File: config.mk
export PLATFORM = sky130hd
export DESIGN_NAME = controle_painel
export DESIGN_NICKNAME = d
export VERILOG_FILES = /design/src/rtl/painel_pkg.sv /design/src/rtl/divisor_tick.sv /design/src/rtl/controle_painel.sv
export SDC_FILE = /design/constraint.sdc
export NUM_CORES = 1
export LEC_CHECK = 0
export BUFFER_PORTS_ARGS = -buffer_cell sky130_fd_sc_hd__buf_4
export CAP_MARGIN = 30
export CORE_UTILIZATION = 52
export CTS_BUF_LIST = sky130_fd_sc_hd__clkbuf_16
export CTS_CLUSTER_DIAMETER = 30
export CTS_CLUSTER_SIZE = 30
export DETAILED_ROUTE_END_ITERATION = 7
export PLACE_DENSITY = 0.85
export RECOVER_POWER = 25
export SLEW_MARGIN = 20
export SYNTH_ARGS = -nofsm -noshare
export SYNTH_HDL_FRONTEND = slang
export SYNTH_HIERARCHICAL = 1
export SYNTH_SLANG_ARGS = --single-unit
File: constraint.sdc
create_clock -name clk -period 2.4 [get_ports clk]
set_input_delay 0.48 -clock clk [delete_from_list [all_inputs] [get_ports clk]]
set_output_delay 0.48 -clock clk [all_outputs]
set_load 0.05 [all_outputs]
File: src/rtl/painel_pkg.sv
// Shared definitions for the panel control stage: shift-register mode
// codes, controller state encoding and the four stored messages.
package painel_pkg;

  // Mode lines {ch1,ch0} driven into the universal shift register
  localparam logic [1:0] MODO_HOLD  = 2'b00;
  localparam logic [1:0] MODO_DIR   = 2'b01;
  localparam logic [1:0] MODO_ESQ   = 2'b10;
  localparam logic [1:0] MODO_CARGA = 2'b11;

  localparam int unsigned MSG_W = 16;

  typedef enum logic [1:0] {
    IDLE   = 2'd0,
    LOAD   = 2'd1,
    SCROLL = 2'd2,
    PAUSED = 2'd3
  } estado_t;

  // Stored message lookup
  function automatic logic [MSG_W-1:0] msg(input logic [1:0] idx);
    logic [MSG_W-1:0] m;
    case (idx)
      2'd0:    m = 16'hF0F0;
      2'd1:    m = 16'h8001;
      2'd2:    m = 16'hAAAA;
      default: m = 16'h00FF;
    endcase
    return m;
  endfunction

endpackage

File: src/rtl/divisor_tick.sv
// Loadable down-counter producing the rotation tick.
//   clk, rst_n : clock, async active-low reset
//   carga      : load periodo (highest priority)
//   congela    : hold the current count
//   periodo    : reload value, also used on every terminal count
//   tick_c     : combinational, high in the cycle whose closing edge is a tick
module divisor_tick #(
  parameter int unsigned W = 8
) (
  input  logic         clk,
  input  logic         rst_n,
  input  logic         carga,
  input  logic         congela,
  input  logic [W-1:0] periodo,
  output logic         tick_c
);

  logic [W-1:0] cnt;

  // A count of 1 always completes, even when frozen, so a rotation that is
  // already due is never swallowed; zero (idle) never decrements.
  always_ff @(posedge clk or negedge rst_n) begin
    if (!rst_n) begin
      cnt <= '0;
    end else if (carga) begin
      cnt <= periodo;
    end else if (cnt == W'(1)) begin
      cnt <= periodo;
    end else if (!congela && (cnt != '0)) begin
      cnt <= cnt - W'(1);
    end
  end

  assign tick_c = !carga && (cnt == W'(1));

endmodule

File: src/rtl/controle_painel.sv
// Control stage for the 16-bit panel shift register: one parallel load of a
// selected message, then periodic rotation with pause/restart and a wrap pulse.
//   clk, rst_n        : clock, async active-low reset
//   start             : (re)load request, latches sel_msg and dir
//   pause             : freeze rotation while scrolling
//   sel_msg, dir      : message index and rotation direction (1 = right)
//   speed             : period multiplier, TICK_DIV << speed
//   ch1, ch0          : register mode lines
//   cadeiaDeBits      : parallel-load data
//   busy              : high once a message has been loaded
//   wrap              : one-cycle pulse on every 16th rotation
module controle_painel
  import painel_pkg::*;
#(
  parameter int unsigned TICK_DIV = 50000
) (
  input  logic             clk,
  input  logic             rst_n,
  input  logic             start,
  input  logic             pause,
  input  logic [1:0]       sel_msg,
  input  logic             dir,
  input  logic [1:0]       speed,
  output logic             ch0,
  output logic             ch1,
  output logic [MSG_W-1:0] cadeiaDeBits,
  output logic             busy,
  output logic             wrap
);

  localparam int unsigned CNT_W = $clog2(8 * TICK_DIV + 1);

  estado_t          estado;
  logic [1:0]       modo;
  logic             dir_lat;
  logic [3:0]       n_desloc;
  logic [CNT_W-1:0] periodo;
  logic             carga_c;
  logic             congela_c;
  logic             tick_c;

  // Period follows speed live; it is only consumed at load and reload edges
  assign periodo = CNT_W'(TICK_DIV) << speed;

  // start is ignored during LOAD so a held start alternates LOAD/SCROLL
  assign carga_c   = start && (estado != LOAD);
  assign congela_c = (estado == IDLE) || (pause && (estado != LOAD));

  divisor_tick #(
    .W (CNT_W)
  ) u_divisor (
    .clk     (clk),
    .rst_n   (rst_n),
    .carga   (carga_c),
    .congela (congela_c),
    .periodo (periodo),
    .tick_c  (tick_c)
  );

  // State and registered outputs; outputs are computed for the next state.
  // cadeiaDeBits itself carries the latched message selection.
  always_ff @(posedge clk or negedge rst_n) begin
    if (!rst_n) begin
      estado       <= IDLE;
      modo         <= MODO_HOLD;
      cadeiaDeBits <= '0;
      busy         <= 1'b0;
      wrap         <= 1'b0;
      dir_lat      <= 1'b0;
      n_desloc     <= '0;
    end else begin
      modo <= MODO_HOLD;
      wrap <= 1'b0;
      case (estado)
        IDLE: begin
          if (start) begin
            estado       <= LOAD;
            modo         <= MODO_CARGA;
            cadeiaDeBits <= msg(sel_msg);
            dir_lat      <= dir;
            busy         <= 1'b1;
            n_desloc     <= '0;
          end
        end
        LOAD: begin
          estado <= SCROLL;
        end
        SCROLL, PAUSED: begin
          if (start) begin
            estado       <= LOAD;
            modo         <= MODO_CARGA;
            cadeiaDeBits <= msg(sel_msg);
            dir_lat      <= dir;
            n_desloc     <= '0;
          end else begin
            if (tick_c) begin
              modo     <= dir_lat ? MODO_DIR : MODO_ESQ;
              n_desloc <= n_desloc + 4'd1;
              wrap     <= (n_desloc == 4'd15);
            end
            estado <= pause ? PAUSED : SCROLL;
          end
        end
        default: estado <= IDLE;
      endcase
    end
  end

  assign ch1 = modo[1];
  assign ch0 = modo[0];

endmodule
# Word-level counts from Yosys, hierarchy flattened
# Cells that the tools add are included.
[totals]
reg_bits = 46
input_bits = 9
out_inout_bits = 20
wordCells = 58
[classes]
add_sub_neg = 2
eq_ne = 10
n_shift = 1
muxes = 20
n_reduce_logical = 17
[ops]
columns = ["op", "n"]
rows = [
  ["19-bit 2-to-1 mux", 3],
  ["16-bit case mux with 3 select lines", 1],
  ["19-bit by 1-bit equality test with 1-bit output (second input constant)", 1],
  ["19-bit nonzero test", 1],
  ["16-bit by 2-bit left shift with 19-bit output (first input constant)", 1],
  ["19-bit by 1-bit subtractor with 19-bit output (second input constant)", 1],
  ["2-bit 2-to-1 mux", 6],
  ["4-bit 2-to-1 mux", 3],
  ["4-bit case mux with 2 select lines", 1],
  ["2-bit equality test (second input constant)", 3],
  ["2-bit case mux with 3 select lines", 1],
  ["4-bit by 1-bit adder with 4-bit output (second input constant)", 1],
  ["2-bit by 1-bit equality test with 1-bit output (second input constant)", 2],
  ["4-bit equality test (second input constant)", 1],
  ["1-bit logical AND", 4],
  ["2-bit logical NOT", 2],
  ["1-bit 2-to-1 mux", 4],
  ["2-bit case mux with 2 select lines", 1],
  ["2-bit AND reduction", 2],
  ["3-bit != test (second input constant)", 1],
  ["3-bit AND reduction", 1],
  ["3-bit nonzero test", 1],
  ["3-bit OR reduction", 1],
  ["1-bit logical NOT", 2],
  ["5 further kinds", 5],
]

# Logic depth before layout (Yosys ltp)
[logic_depth]
ltp_word = 8
ltp_mapped = 9
mapped_depth_nobuf = 7

# Cells and area by module
# The synthesis kept the hierarchy.
[by_module_without_submodules]
columns = ["module", "instances", "cells_per_inst", "area_per_inst_um2", "seq_area_each_um2"]
rows = [
  ["divisor_tick", 1, 140, 1169.9, 475.5],
  ["controle_painel", 1, 95, 1034.7, 500.5],
]

# Worst setup path before layout
# No wires, ideal clock.
[synth_timing]
path_kind = "flip-flop to flip-flop"
start = "register u_divisor.cnt[9]"
end = "register n_desloc[3]"
setup_ps = 77
t_arrival_ps = 2479
required_ps = 2323
path_slack_ps = -156
path_stages_with_launch = 9
path_buffers = 1
period_less_slack_ps = 2556
path_cell_list = "dfrtp_1 > or4_1 > buf_2 > nor3_2 > nand2_1 > nor3_1 > nand3_1 > or3_1 > a21oi_1"
[synth_between]
elab_chain_cells = 4
[synth_rtl]
columns = ["item", "line_no", "text"]
rows = [
  ["start: declaration", "divisor_tick.sv:18", "logic [W-1:0] cnt;"],
  ["start signal: assignment", "divisor_tick.sv:26", "cnt <= periodo;"],
  ["start signal: assignment", "divisor_tick.sv:28", "cnt <= periodo;"],
  ["start signal: assignment", "divisor_tick.sv:30", "cnt <= cnt - W'(1);"],
  ["19-bit by 1-bit equality test with 1-bit output", "divisor_tick.sv:34", "assign tick_c = !carga && (cnt == W'(1));"],
  ["1-bit logical AND", "divisor_tick.sv:34", ""],
  ["named net tick_c", "controle_painel.sv:40", "logic tick_c;"],
  ["3-bit != test (no source line)", "n/a", ""],
  ["3-bit AND reduction (no source line)", "n/a", ""],
  ["end signal: assignment", "controle_painel.sv:98", "n_desloc <= n_desloc + 4'd1;"],
  ["end: declaration", "controle_painel.sv:36", "logic [3:0] n_desloc;"],
]
# The timed path passes the listed nets, and every way through them passes these cells.
# A chain may end at the register's enable or synchronous reset.

# Final worst setup path
[layout_timing]
start = "register u_divisor.cnt[9]"
end = "register u_divisor.cnt[15]"
[layout_between]
elab_chain_cells = 4
elab_cells_between_ends = 8
classes_between = "1 x add/sub; 1 x eq/ne; 3 x mux; 3 x reduce/logical"
[layout_rtl]
columns = ["item", "line_no", "text"]
rows = [
  ["19-bit by 1-bit subtractor with 19-bit output", "divisor_tick.sv:30", ""],
  ["19-bit 2-to-1 mux", "divisor_tick.sv:29", "end else if (!congela && (cnt != '0)) begin"],
  ["19-bit 2-to-1 mux", "divisor_tick.sv:27", "end else if (cnt == W'(1)) begin"],
  ["19-bit 2-to-1 mux", "divisor_tick.sv:25", "end else if (carga) begin"],
]
# Parallel ways exist; a longest one is shown, timed or not. The select of a mux whose other input is x is not followed.

==> metrics.csv <==
stage;metric;value;unit
status;status;finished clean;
power_and_ir_drop;static-leakage-power;1.193;nW
sta;hold_viol_final;0;
power_and_ir_drop;power_density;972.1;nW/um^2
synthesis;synth_seq_area_share;44.27;%
sta;timing.final.crit_period;2.323;ns
drt;detail_route.drc_violations;0;
synthesis;ys_dominant_reg_cell;sky130_fd_sc_hd__dfrtp_1;
clock_network;clockRootBuffer;sky130_fd_sc_hd__clkbuf_16;
cells_and_area;ratio_of_cells_with_drive_above_1_in_the_final_layout;24.73;%
clock_network;h-tree-depth;2;
worst_setup_path;worstRegToRegCells;5;
worst_setup_path;timing.rr.end;u_divisor/cnt[15]$_DFFE_PN0P_;
global_route;antenna_found_initial;0;
drt;wl_per_cell;14.41;um
global_route;grt_first_pass_wirelength;7665;um
worst_setup_path;crit_path_start_kind;flop;
worst_setup_path;worstSetupPathType;flop to flop;
worst_setup_path;critical_path.endpoint_type;flop;
cells_and_area;area_used_by_multi_input_combinational_logic;1136;sq um
floorplan;die_width;67.11;um
sta;timing.final.setup_violations;0;
synthesis;syn_inst;235;
drt;routed_via_density;5.628;
worst_setup_path;slowest_stage;sky130_fd_sc_hd__or4_4;
worst_setup_path;crit_path_max_fanout;5;
worst_setup_path;series_of_cell_instances_along_the_critical_path;or4_4 > or3_1 > or4_1 > or3_1 > a31oi_1;
worst_setup_path;crit_top_cell;sky130_fd_sc_hd__or3_1;
worst_setup_path;cp_data_required_time;2.59;ns
floorplan;rows;23;
power_and_ir_drop;peakVddDrop;450.6;uV
floorplan;area_of_the_die;4504;sq um
sta;relSlewSlack;35.14;%
sta;final_min_period_over_clock_period;96.80;%
cells_and_area;regArea;975.9;sq um
cells_and_area;layout.nets;296;
cells_and_area;diodes;0;
worst_setup_path;worst_path_largest_cell_delay;0.57;ns
clock_network;holdBufCountCts;0;
global_route;grt_start_max_net_pins;40;
worst_setup_path;worst_setup_path_startpoint;u_divisor/cnt[9]$_DFFE_PN0P_;
drt;detailroute.via_count;1829;
sta;worstMarginPinSlew;0.9729;ns
drt;detail_route.wirelength;4682;um
placed_design;place_inst;316;
drt;ant_nets;0;
synthesis;synth.distinct_cells;40;
placed_design;portBuffers;26;
worst_setup_path;rrSetupSlack;0.08;ns
synthesis;postSynthAreaPerCell;9.381;sq um
clock_network;worst_setup_hold_path_clk_slew;0.05;ns
synthesis;synth_edf_count;0;
cells_and_area;finalCoreUtilization;66.65;%
min_path;classification_of_the_worst_slack_hold_path;primary input to asynchronous set/reset pin;
placed_design;place.gp.congestion;0.8961;
floorplan;die_h;67.11;um
worst_setup_path;worst_endpoint_data_arrival_time;2.52;ns
drt;detail_route.iter0.violations;161;
placed_design;hpwlAfterDp;3281;um
sta;grt_setup_unrepaired;true;
synthesis;mappedNetlistArea;2205;sq um
worst_setup_path;crit_end;u_divisor/cnt[15]$_DFFE_PN0P_;
clock_network;max_buffers_root_to_sink;2;
clock_network;tritoncts.num_buffers;5;
floorplan;starting_utilization_of_the_core_area;54.72;%
cells_and_area;num-fill-cells;323;
global_route;first_global_vias;1691;
synthesis;ys.warnings.count;6;
sta;max_freq;430.4;MHz
clock_network;cts_tree;yes;
clock_network;cts_num_sinks;39;
floorplan;standard_cell_core_area;4029;sq um
worst_setup_path;r2r_start;u_divisor/cnt[9]$_DFFE_PN0P_;
floorplan;number_of_primary_i_o_pins;29;
sta;finalMaxSlewViolations;0;
synthesis;async_flop_share;100.0;%
cells_and_area;area_growth;21.79;%
global_route;groute.usage.overall;23.24;%
synthesis;synth.ff_latch_count;39;
clock_network;clock_latency;0.28;ns
drt;drt_pre_antenna_iters;4;
cells_and_area;post_route_insts_no_fill;325;
global_route;grt_remaining_overflow;0;
run;cap_violations;0;
sta;fin_worst_skew;0.004930;ns
registers in the layout, summed over array words and instances, names as in the netlist:
signal,count
n_desloc,4
dir_lat,1
busy,1
modo,2
u_divisor/cnt,19
estado,2
cadeiaDeBits,9
wrap,1
worst max-delay path: cells and delay by family, from the launching register on:
family | cells | cell delay, ns
AOI/OAI and AO/OA | 1 | 0.19
and+or+nand+nor | 4 | 1.67
DFF | 1 | 0.38
metrics by stage:
step | setup WS, ns | setup TNS [ns] | hold slack [ns] | cell area [sq um] | total power, mW
after floorplan | 0.02840 | 0 | 0.1844 | 2238 | 1.699
after global placement | 0.009916 | 0 | 0.4406 | 2512 | 1.953
after detailed placement | -0.07785 | -0.07785 | 0.4442 | 2512 | 1.990
after CTS | 0.0006470 | 0 | 0.1818 | 2650 | 2.618
after global routing | -0.02660 | -0.06365 | 0.4292 | 2685 | 2.773
final | 0.07677 | 0 | 0.3494 | 2685 | 2.610
worst min-delay path by stage:
stage,endpoint,depth (start not counted)
after floorplan,busy$_DFFE_PN0N_,0
after global placement,busy$_DFFE_PN0N_,1
after detailed placement,busy$_DFFE_PN0N_,1
after CTS,u_divisor/cnt[0]$_DFFE_PN0P_,1
after global routing,u_divisor/cnt[3]$_DFFE_PN0P_,1
final,u_divisor/cnt[1]$_DFFE_PN0P_,1
cell usage after synthesis (2+ instances only):
cell                       count  area (sq um)
sky130_fd_sc_hd__buf_2         2         10.01
sky130_fd_sc_hd__nand2_1       9         33.78
sky130_fd_sc_hd__ha_1         13         162.7
sky130_fd_sc_hd__or4_1        11         82.58
sky130_fd_sc_hd__nand3_1       5         25.02
sky130_fd_sc_hd__inv_1        11         41.29
sky130_fd_sc_hd__nor4_1        3         18.77
sky130_fd_sc_hd__a21oi_1      13         65.06
sky130_fd_sc_hd__mux2_2        3         33.78
sky130_fd_sc_hd__clkbuf_1      6         22.52
sky130_fd_sc_hd__xnor2_1       6         52.55
sky130_fd_sc_hd__o21ai_0      26         130.1
sky130_fd_sc_hd__buf_6         2         22.52
sky130_fd_sc_hd__nand2b_1      4         25.02
sky130_fd_sc_hd__dfrtp_1      39         975.9
sky130_fd_sc_hd__or2_2         2         12.51
sky130_fd_sc_hd__buf_4         7         52.55
sky130_fd_sc_hd__nor2_1       26         97.59
sky130_fd_sc_hd__nor3_1        7         35.03
sky130_fd_sc_hd__or3_1        11         68.82
sky130_fd_sc_hd__mux2_4        2         30.03
sky130_fd_sc_hd__a31oi_1       9         56.30
area by class of cell:
class                   instances  area share (%)
multi-input cells             173           42.31
flip-flops and latches         39           36.35
repair buffers                 43           12.21
clock buffers                   5           4.660
well taps                      50           2.330
inverters                      12           1.678
clock inverters                 3          0.4660
per-layer routing:
layer	wire length, um	part of all wire, %	up-vias	GRT usage [%]
li1	-	-	900	-
met3	190	4.1	7	5.822
met2	2433	52	39	36.63
met4	69	1.5	0	11.17
met5	0	0	-	0
met1	1988	42	883	29.54
placed cells by master, fill, tap and decap left out, types with 2 or more instances in the layout:
| cell | count |
|---|---|
| sky130_fd_sc_hd__xnor2_1 | 6 |
| sky130_fd_sc_hd__or4_4 | 2 |
| sky130_fd_sc_hd__a31oi_1 | 9 |
| sky130_fd_sc_hd__or3_1 | 10 |
| sky130_fd_sc_hd__nand2_1 | 9 |
| sky130_fd_sc_hd__nor3_1 | 6 |
| sky130_fd_sc_hd__inv_1 | 13 |
| sky130_fd_sc_hd__conb_1 | 7 |
| sky130_fd_sc_hd__clkbuf_16 | 5 |
| sky130_fd_sc_hd__o21ai_0 | 26 |
| sky130_fd_sc_hd__buf_4 | 40 |
| sky130_fd_sc_hd__nor4_1 | 3 |
| sky130_fd_sc_hd__nor2_1 | 26 |
| sky130_fd_sc_hd__nand3_1 | 4 |
| sky130_fd_sc_hd__mux2_4 | 2 |
| sky130_fd_sc_hd__mux2_2 | 3 |
| sky130_fd_sc_hd__or4_1 | 9 |
| sky130_fd_sc_hd__a21oi_1 | 11 |
| sky130_fd_sc_hd__a21oi_2 | 2 |
| sky130_fd_sc_hd__nand2b_1 | 4 |
| sky130_fd_sc_hd__ha_1 | 13 |
| sky130_fd_sc_hd__dfrtp_1 | 39 |
| sky130_fd_sc_hd__buf_6 | 2 |
| sky130_fd_sc_hd__or2_2 | 2 |
cells by family after synthesis:
kind of cell | count (synthesis) | share of synthesized area, %
and+or+nand+nor | 85 | 21.28
other | 1 | 0.1701
DFF | 39 | 44.27
xor gates and xnor gates | 7 | 2.781
buffers and inverters | 29 | 6.924
adders and majority gates | 13 | 7.378
AOI/OAI and AO/OA | 56 | 14.30
muxes | 5 | 2.894
where the power goes:
part           leakage, nW  switching [mW]  internal [mW]
registers            0.464           0.145          0.833
clock network       0.0762           0.242          0.375
logic                0.653           0.633          0.382
repair_timing:
item / in CTS / in global routing
endpoints found under the setup margin: 0 / 9
buffers inserted: 0 / 1
resized for setup: 0 / 8
Note: power is estimated with default switching activity, not from simulation.
